### src/rtl/ws2812_frame_buf_if.sv
// Pixel write / commit bus and downstream pixel stream of the WS2812 frame buffer.
// master: host plus serializer side; slave: the frame buffer.
interface ws2812_frame_buf_if #(
    parameter int unsigned NumLeds = 8
);
    localparam int unsigned IdxW = (NumLeds > 1) ? $clog2(NumLeds) : 1;
    localparam int unsigned PixW = 24;
    localparam int unsigned BriW = 8;

    logic            wr_en;
    logic [IdxW-1:0] wr_addr;
    logic [PixW-1:0] wr_rgb;
    logic            commit;
    logic [BriW-1:0] brightness;
    logic            px_valid;
    logic            px_ready;
    logic [PixW-1:0] px_color;
    logic            px_last;
    logic            busy;
    logic            frame_done;

    modport master (
        output wr_en, wr_addr, wr_rgb, commit, brightness, px_ready,
        input  px_valid, px_color, px_last, busy, frame_done
    );

    modport slave (
        input  wr_en, wr_addr, wr_rgb, commit, brightness, px_ready,
        output px_valid, px_color, px_last, busy, frame_done
    );
endinterface

### src/rtl/ws2812_frame_buf.sv
// Double-buffered WS2812 frame store: host writes a shadow buffer, commit snapshots
// it into the active buffer, which is streamed out brightness-scaled in GRB order.
module ws2812_frame_buf #(
    parameter int unsigned NumLeds   = 8,
    parameter int unsigned GapCycles = 32'd3500
) (
    input  logic              clk,
    input  logic              rst_n,
    ws2812_frame_buf_if.slave bus
);
    localparam int unsigned IdxW = (NumLeds > 1) ? $clog2(NumLeds) : 1;
    localparam int unsigned PixW = 24;
    localparam int unsigned BriW = 8;
    localparam int unsigned CntW = 32;
    localparam logic [IdxW-1:0] LastIdx = IdxW'(NumLeds - 1);
    localparam logic [CntW-1:0] GapLast = CntW'(GapCycles - 1);

    typedef enum logic [1:0] {Idle, Load, Stream, Gap} state_t;

    state_t          state;
    logic            pending;
    logic [IdxW-1:0] idx;
    logic [CntW-1:0] gap_cnt;
    logic [BriW-1:0] bri_q;
    logic [PixW-1:0] shadow [NumLeds];
    logic [PixW-1:0] active [NumLeds];
    logic [IdxW-1:0] idx_nxt_c;

    assign idx_nxt_c = idx + IdxW'(1);

    // (c * (bri + 1)) >> 8 keeps bri = 255 exact and bri = 0 fully dark
    function automatic logic [7:0] scale_ch(input logic [7:0] c, input logic [BriW-1:0] bri);
        return 8'((16'(c) * (16'(bri) + 16'd1)) >> 8);
    endfunction

    function automatic logic [PixW-1:0] scale_px(input logic [PixW-1:0] rgb,
                                                 input logic [BriW-1:0] bri);
        return {scale_ch(rgb[15:8], bri), scale_ch(rgb[23:16], bri), scale_ch(rgb[7:0], bri)};
    endfunction

    // Host-side shadow buffer; out-of-range addresses are dropped
    always_ff @(posedge clk or negedge rst_n) begin
        if (!rst_n) begin
            for (int i = 0; i < int'(NumLeds); i++) shadow[i] <= '0;
        end else if (bus.wr_en && (CntW'(bus.wr_addr) < NumLeds)) begin
            shadow[bus.wr_addr] <= bus.wr_rgb;
        end
    end

    // Frame sequencer: snapshot, stream with backpressure, then enforce the latch gap
    always_ff @(posedge clk or negedge rst_n) begin
        if (!rst_n) begin
            state          <= Idle;
            pending        <= 1'b0;
            idx            <= '0;
            gap_cnt        <= '0;
            bri_q          <= '0;
            bus.px_valid   <= 1'b0;
            bus.px_color   <= '0;
            bus.px_last    <= 1'b0;
            bus.busy       <= 1'b0;
            bus.frame_done <= 1'b0;
            for (int i = 0; i < int'(NumLeds); i++) active[i] <= '0;
        end else begin
            bus.frame_done <= 1'b0;
            pending        <= pending | bus.commit;
            case (state)
                Idle: begin
                    if (pending) begin
                        // a commit landing on this edge re-arms for the following frame
                        pending  <= bus.commit;
                        bri_q    <= bus.brightness;
                        bus.busy <= 1'b1;
                        state    <= Load;
                        for (int i = 0; i < int'(NumLeds); i++) active[i] <= shadow[i];
                    end
                end
                Load: begin
                    idx          <= '0;
                    bus.px_color <= scale_px(active[0], bri_q);
                    bus.px_valid <= 1'b1;
                    bus.px_last  <= (NumLeds == 1);
                    state        <= Stream;
                end
                Stream: begin
                    if (bus.px_ready) begin
                        if (idx == LastIdx) begin
                            bus.px_valid   <= 1'b0;
                            bus.px_last    <= 1'b0;
                            bus.frame_done <= 1'b1;
                            gap_cnt        <= '0;
                            state          <= Gap;
                        end else begin
                            idx          <= idx_nxt_c;
                            bus.px_color <= scale_px(active[idx_nxt_c], bri_q);
                            bus.px_last  <= (idx_nxt_c == LastIdx);
                        end
                    end
                end
                Gap: begin
                    if (gap_cnt == GapLast) begin
                        bus.busy <= 1'b0;
                        state    <= Idle;
                    end else begin
                        gap_cnt <= gap_cnt + CntW'(1);
                    end
                end
                default: state <= Idle;
            endcase
        end
    end
endmodule
### src/flat_wrapper.sv
// flat-port wrapper written by rule: the top's interface ports become plain ports
module ws2812_frame_buf_flat 
#(
    parameter int unsigned NumLeds   = 8,
    parameter int unsigned GapCycles = 32'd3500
)
  (clk, rst_n, bus_wr_en, bus_wr_addr, bus_wr_rgb, bus_commit, bus_brightness, bus_px_ready, bus_px_valid, bus_px_color, bus_px_last, bus_busy, bus_frame_done);
  ws2812_frame_buf_if #(.NumLeds(NumLeds)) bus_i ();
  input  logic clk;
  input  logic rst_n;
  input wire logic [$bits(bus_i.wr_en)-1:0] bus_wr_en;
  input wire logic [$bits(bus_i.wr_addr)-1:0] bus_wr_addr;
  input wire logic [$bits(bus_i.wr_rgb)-1:0] bus_wr_rgb;
  input wire logic [$bits(bus_i.commit)-1:0] bus_commit;
  input wire logic [$bits(bus_i.brightness)-1:0] bus_brightness;
  input wire logic [$bits(bus_i.px_ready)-1:0] bus_px_ready;
  output wire logic [$bits(bus_i.px_valid)-1:0] bus_px_valid;
  output wire logic [$bits(bus_i.px_color)-1:0] bus_px_color;
  output wire logic [$bits(bus_i.px_last)-1:0] bus_px_last;
  output wire logic [$bits(bus_i.busy)-1:0] bus_busy;
  output wire logic [$bits(bus_i.frame_done)-1:0] bus_frame_done;
  assign bus_i.wr_en = bus_wr_en;
  assign bus_i.wr_addr = bus_wr_addr;
  assign bus_i.wr_rgb = bus_wr_rgb;
  assign bus_i.commit = bus_commit;
  assign bus_i.brightness = bus_brightness;
  assign bus_i.px_ready = bus_px_ready;
  assign bus_px_valid = bus_i.px_valid;
  assign bus_px_color = bus_i.px_color;
  assign bus_px_last = bus_i.px_last;
  assign bus_busy = bus_i.busy;
  assign bus_frame_done = bus_i.frame_done;
  ws2812_frame_buf #(.NumLeds(NumLeds), .GapCycles(GapCycles)) u_core (.clk(clk), .rst_n(rst_n), .bus(bus_i));
endmodule
### config.mk
export PLATFORM = sky130hd
export DESIGN_NAME = ws2812_frame_buf_flat
export DESIGN_NICKNAME = d
export VERILOG_FILES = /design/src/rtl/ws2812_frame_buf_if.sv /design/src/rtl/ws2812_frame_buf.sv /design/src/flat_wrapper.sv
export SDC_FILE = /design/constraint.sdc
export NUM_CORES = 1
export LEC_CHECK = 0
export CAP_MARGIN = 20
export CORE_MARGIN = 2
export CORE_UTILIZATION = 34
export DETAILED_ROUTE_END_ITERATION = 10
export GPL_ROUTABILITY_DRIVEN = 1
export PLACE_DENSITY = 0.46
export SYNTH_ARGS = -nofsm -noshare
export SYNTH_HDL_FRONTEND = slang
export SYNTH_SLANG_ARGS = --single-unit
### constraint.sdc
create_clock -name clk -period 10.85 [get_ports clk]
set_input_delay 1.085 -clock clk [delete_from_list [all_inputs] [get_ports clk]]
set_output_delay 1.085 -clock clk [all_outputs]
set_load 0.03 [all_outputs]
==> summary.md <==
| Metric | Value |
|---|---|
| Htree depth | 2 |
| Hold bufs inserted after CTS | 0 |
| Top cell by count, worst path | fa_1 |
| RSZ-0062 raised after global routing | false |
| Achievable clock frequency | 125 MHz |
| Global Route Usage Sum | 17.8% |
| Seq/Total Area, Yosys | a little over a third |
| Setup crit end kind | register |
| Max-slew violations | 0 |
| Vias in the first global route | 21.8k |
| First-pass GRT wire length | around 130,000 um |
| Max-slew headroom | 27.1% |
| Routed wire length | 82,300 um |
| Reg2reg end | u_core.bus.px_color[14] |
| Commonest non-fill, non-tap cell in the layout | dfrtp_1 |
| Hold_sp | u_core.shadow[104] |
| DIE AREA | ~95,000 um^2 |
| Vias per inst | approximately 5.0 |
| R2R cell count | 19 |
| Run status | finished clean |
| Final hold slack | 450 ps |
| Ys Warns | 0 |
| Insertion delay to the later sink of the worst-skew pair | 650 ps |
| Grt ovf | 0 |
| Period utilization | 73.8% |
| Largest fanout on the critical path | 41 |
| Area of the core | just over 90,000 um^2 |
| Ys flop type | dfrtp_1 |
| Post-CTS Setup Inserts | 0 |
| Die Y-Extent | 308 um |
| Max-cap violation count | 0 |
| 1st-pass router iterations | 5 |
| Dpl hpwl | 56,900 um |
| Crit Path Class | register to register |
| Fin. Hold Viols | 0 |
| Post-synth ARST share | 100% |
| Worst Hold End | u_core.active[104] |
| Worst Hold Class | register to register |
| Worst path arrival time | around 8500 ps |
| Syn nets | between 3k and 4k |
| Bufs on Longest Clock Path | 3 |
| Violation count after the first detailed-route iteration | between 900 and 1k |
| Cells after synthesis | 2,728 |
| DRC Markers | 0 |
| FF-to-FF Start | u_core.idx[0] |
| Worst Skew | 71.7 ps |
| Die width | slightly above 300 um |
| Required @ worst endpoint | 11,340 ps |
| Count of cells resized by post-cts repair | 0 |
| Flop2flop setup slack | between 2000 and 3000 ps |
| Clock root cell | clkbuf_16 |
| Synth area leaders | dfrtp_1 (36%), fa_1 (15%), mux2_2 (14%), ha_1 (8.0%), inv_1 (3.6%) |
| Setup_tns | 0 ps |
| Worst hold path depth | 1 |
| CP delay by family, top | adder cells |
| PortBufs | 67 |
| Avg Inst Size Synth | 11.5 um^2 |
| #FFs+latches synth | around 460 |
| Crit path largest cell delay | 850 ps |
| Synth top area share | 36.4% |
| Io pins | 68 |
| Routability congestion estimate | 0.803 |
| Most frequent cells in the layout | dfrtp_1 (457), mux2_2 (393), inv_1 (300) |
| CP startpoint kind | register |
| Rows | about 110 |
| Unique masters post-synth | 70 |
| Area leader, netlist | dfrtp_1 |
| Final nets | 3,250 |
| Netlist Area Pre-Place | 31,500 um^2 |
| CTS buffer count | 54 |
| Sink Count | about 460 |
| Final ANT Viol Nets | 0 |
| Wire per inst | 20.6 um |
| Number of synthesized flops with an enable pin | 0 |
| Worst-Margin Slew | approximately 1100 ps |
| Highest-delay cell along the critical path | dfrtp_4 |
| Initial antenna violation count | 2 |
| Area growth syn-to-layout | 12.8% |
| Largest net degree at the start of global routing | around 150 |
| Clock transition at path regs | about 70 ps |
| Share of cells above drive strength 1 | 22.4% |
| CP cell instances | inv_1 > ha_2 > buf_4 > mux4_2 > mux2i_1 > nor2_1 > fa_1 > fa_1 > fa_1 > inv_1 > fa_1 > inv_1 > ha_1 > a211o_1 > o311ai_0 > o21ai_0 > a21oi_1 > xor2_1 > a221oi_1 |
| Initial core utilization | between 30% and 40% |
| DR vias | 20.0k |
| CP Buf/Inv Count | 4 |
| Finish-stage setup viols | 0 |
| CTS tree | built |
| Min cycle time layout | between 8000 and 9000 ps |
## metrics by stage
step	util, %	setup WS [ps]	area (um^2)	instances
finish	38.7	2850	35500	4001
floorplan	-	3390	31500	2728
detailed placement	36.6	2830	33600	3896
global route	38.7	2250	35500	4000
global placement	36.6	3010	33500	3894
CTS	38.7	2750	35500	3997
## area by class of cell
cell class	instances	area [um^2]
flip-flops and latches	458	11500
fillers	8840	56100
clock buffers	72	1550
repair buffers	113	1070
inverters	303	1140
clock inverters	29	342
diodes	1	2.50
well taps	1186	1480
multi-input cells	1839	18500
## worst max path at each step
stage / from / endpoint / slack, ps / depth (start not counted)
after floorplan: u_core.idx[0] / u_core.bus.px_color[14] / 3390 / 26
after global placement: u_core.idx[0] / u_core.bus.px_color[14] / 3010 / 20
after detailed placement: u_core.idx[0] / u_core.bus.px_color[14] / 2830 / 19
after CTS: u_core.idx[0] / u_core.bus.px_color[14] / 2750 / 19
after global routing: u_core.idx[0] / u_core.bus.px_color[14] / 2250 / 19
final: u_core.idx[0] / u_core.bus.px_color[14] / 2850 / 19
## routing by layer
layer  global-route usage (%)  vias to the layer above  wire length (um)
met1                     25.7                    10500             40300
met2                     28.7                      308             37500
li1                         -                     9104                 -
met4                     3.91                        0              1380
met5                        0                        -                 0
met3                     2.30                       93              3000
## Yosys cell counts, types with 7 or more instances
cell type  count
xnor2_1       52
o22ai_1        7
o21ai_0       33
and2_1        91
nor2_1       254
nor2b_1       80
mux2_2       393
and3_1        10
nor4_1         7
mux4_2        42
or2_2         22
a21oi_1       42
fa_1         240
mux2i_1       28
nand3_1       22
a21o_1        10
inv_1        300
nor3_1        15
ha_1         201
nand2b_1      34
clkbuf_1     116
dfrtp_1      458
xor2_1        41
nand2_1       94
o21a_1         9
nand4_1       12
or3_1         13
## registers in the layout, summed over array words and instances, names as in the netlist
register,cells
u_core.shadow,192
u_core.bus.busy,1
u_core.bri_q,8
u_core.pending,1
u_core.active,192
u_core.gap_cnt,32
u_core.bus.frame_done,1
u_core.state,2
u_core.idx,3
u_core.bus.px_color,24
u_core.bus.px_last,1
u_core.bus.px_valid,1
## cell families after synthesis
logic type	after synthesis	share of synthesized area, %
simple gates	677	10.7
mux	470	18.5
flops	458	36.4
fa+ha+maj	441	23.3
buf+inv	431	5.23
compound gates	158	3.30
xor+xnor	93	2.59
Power is not shown: default switching activity piles up to over one toggle a cycle in this logic, so the estimate is an artifact.
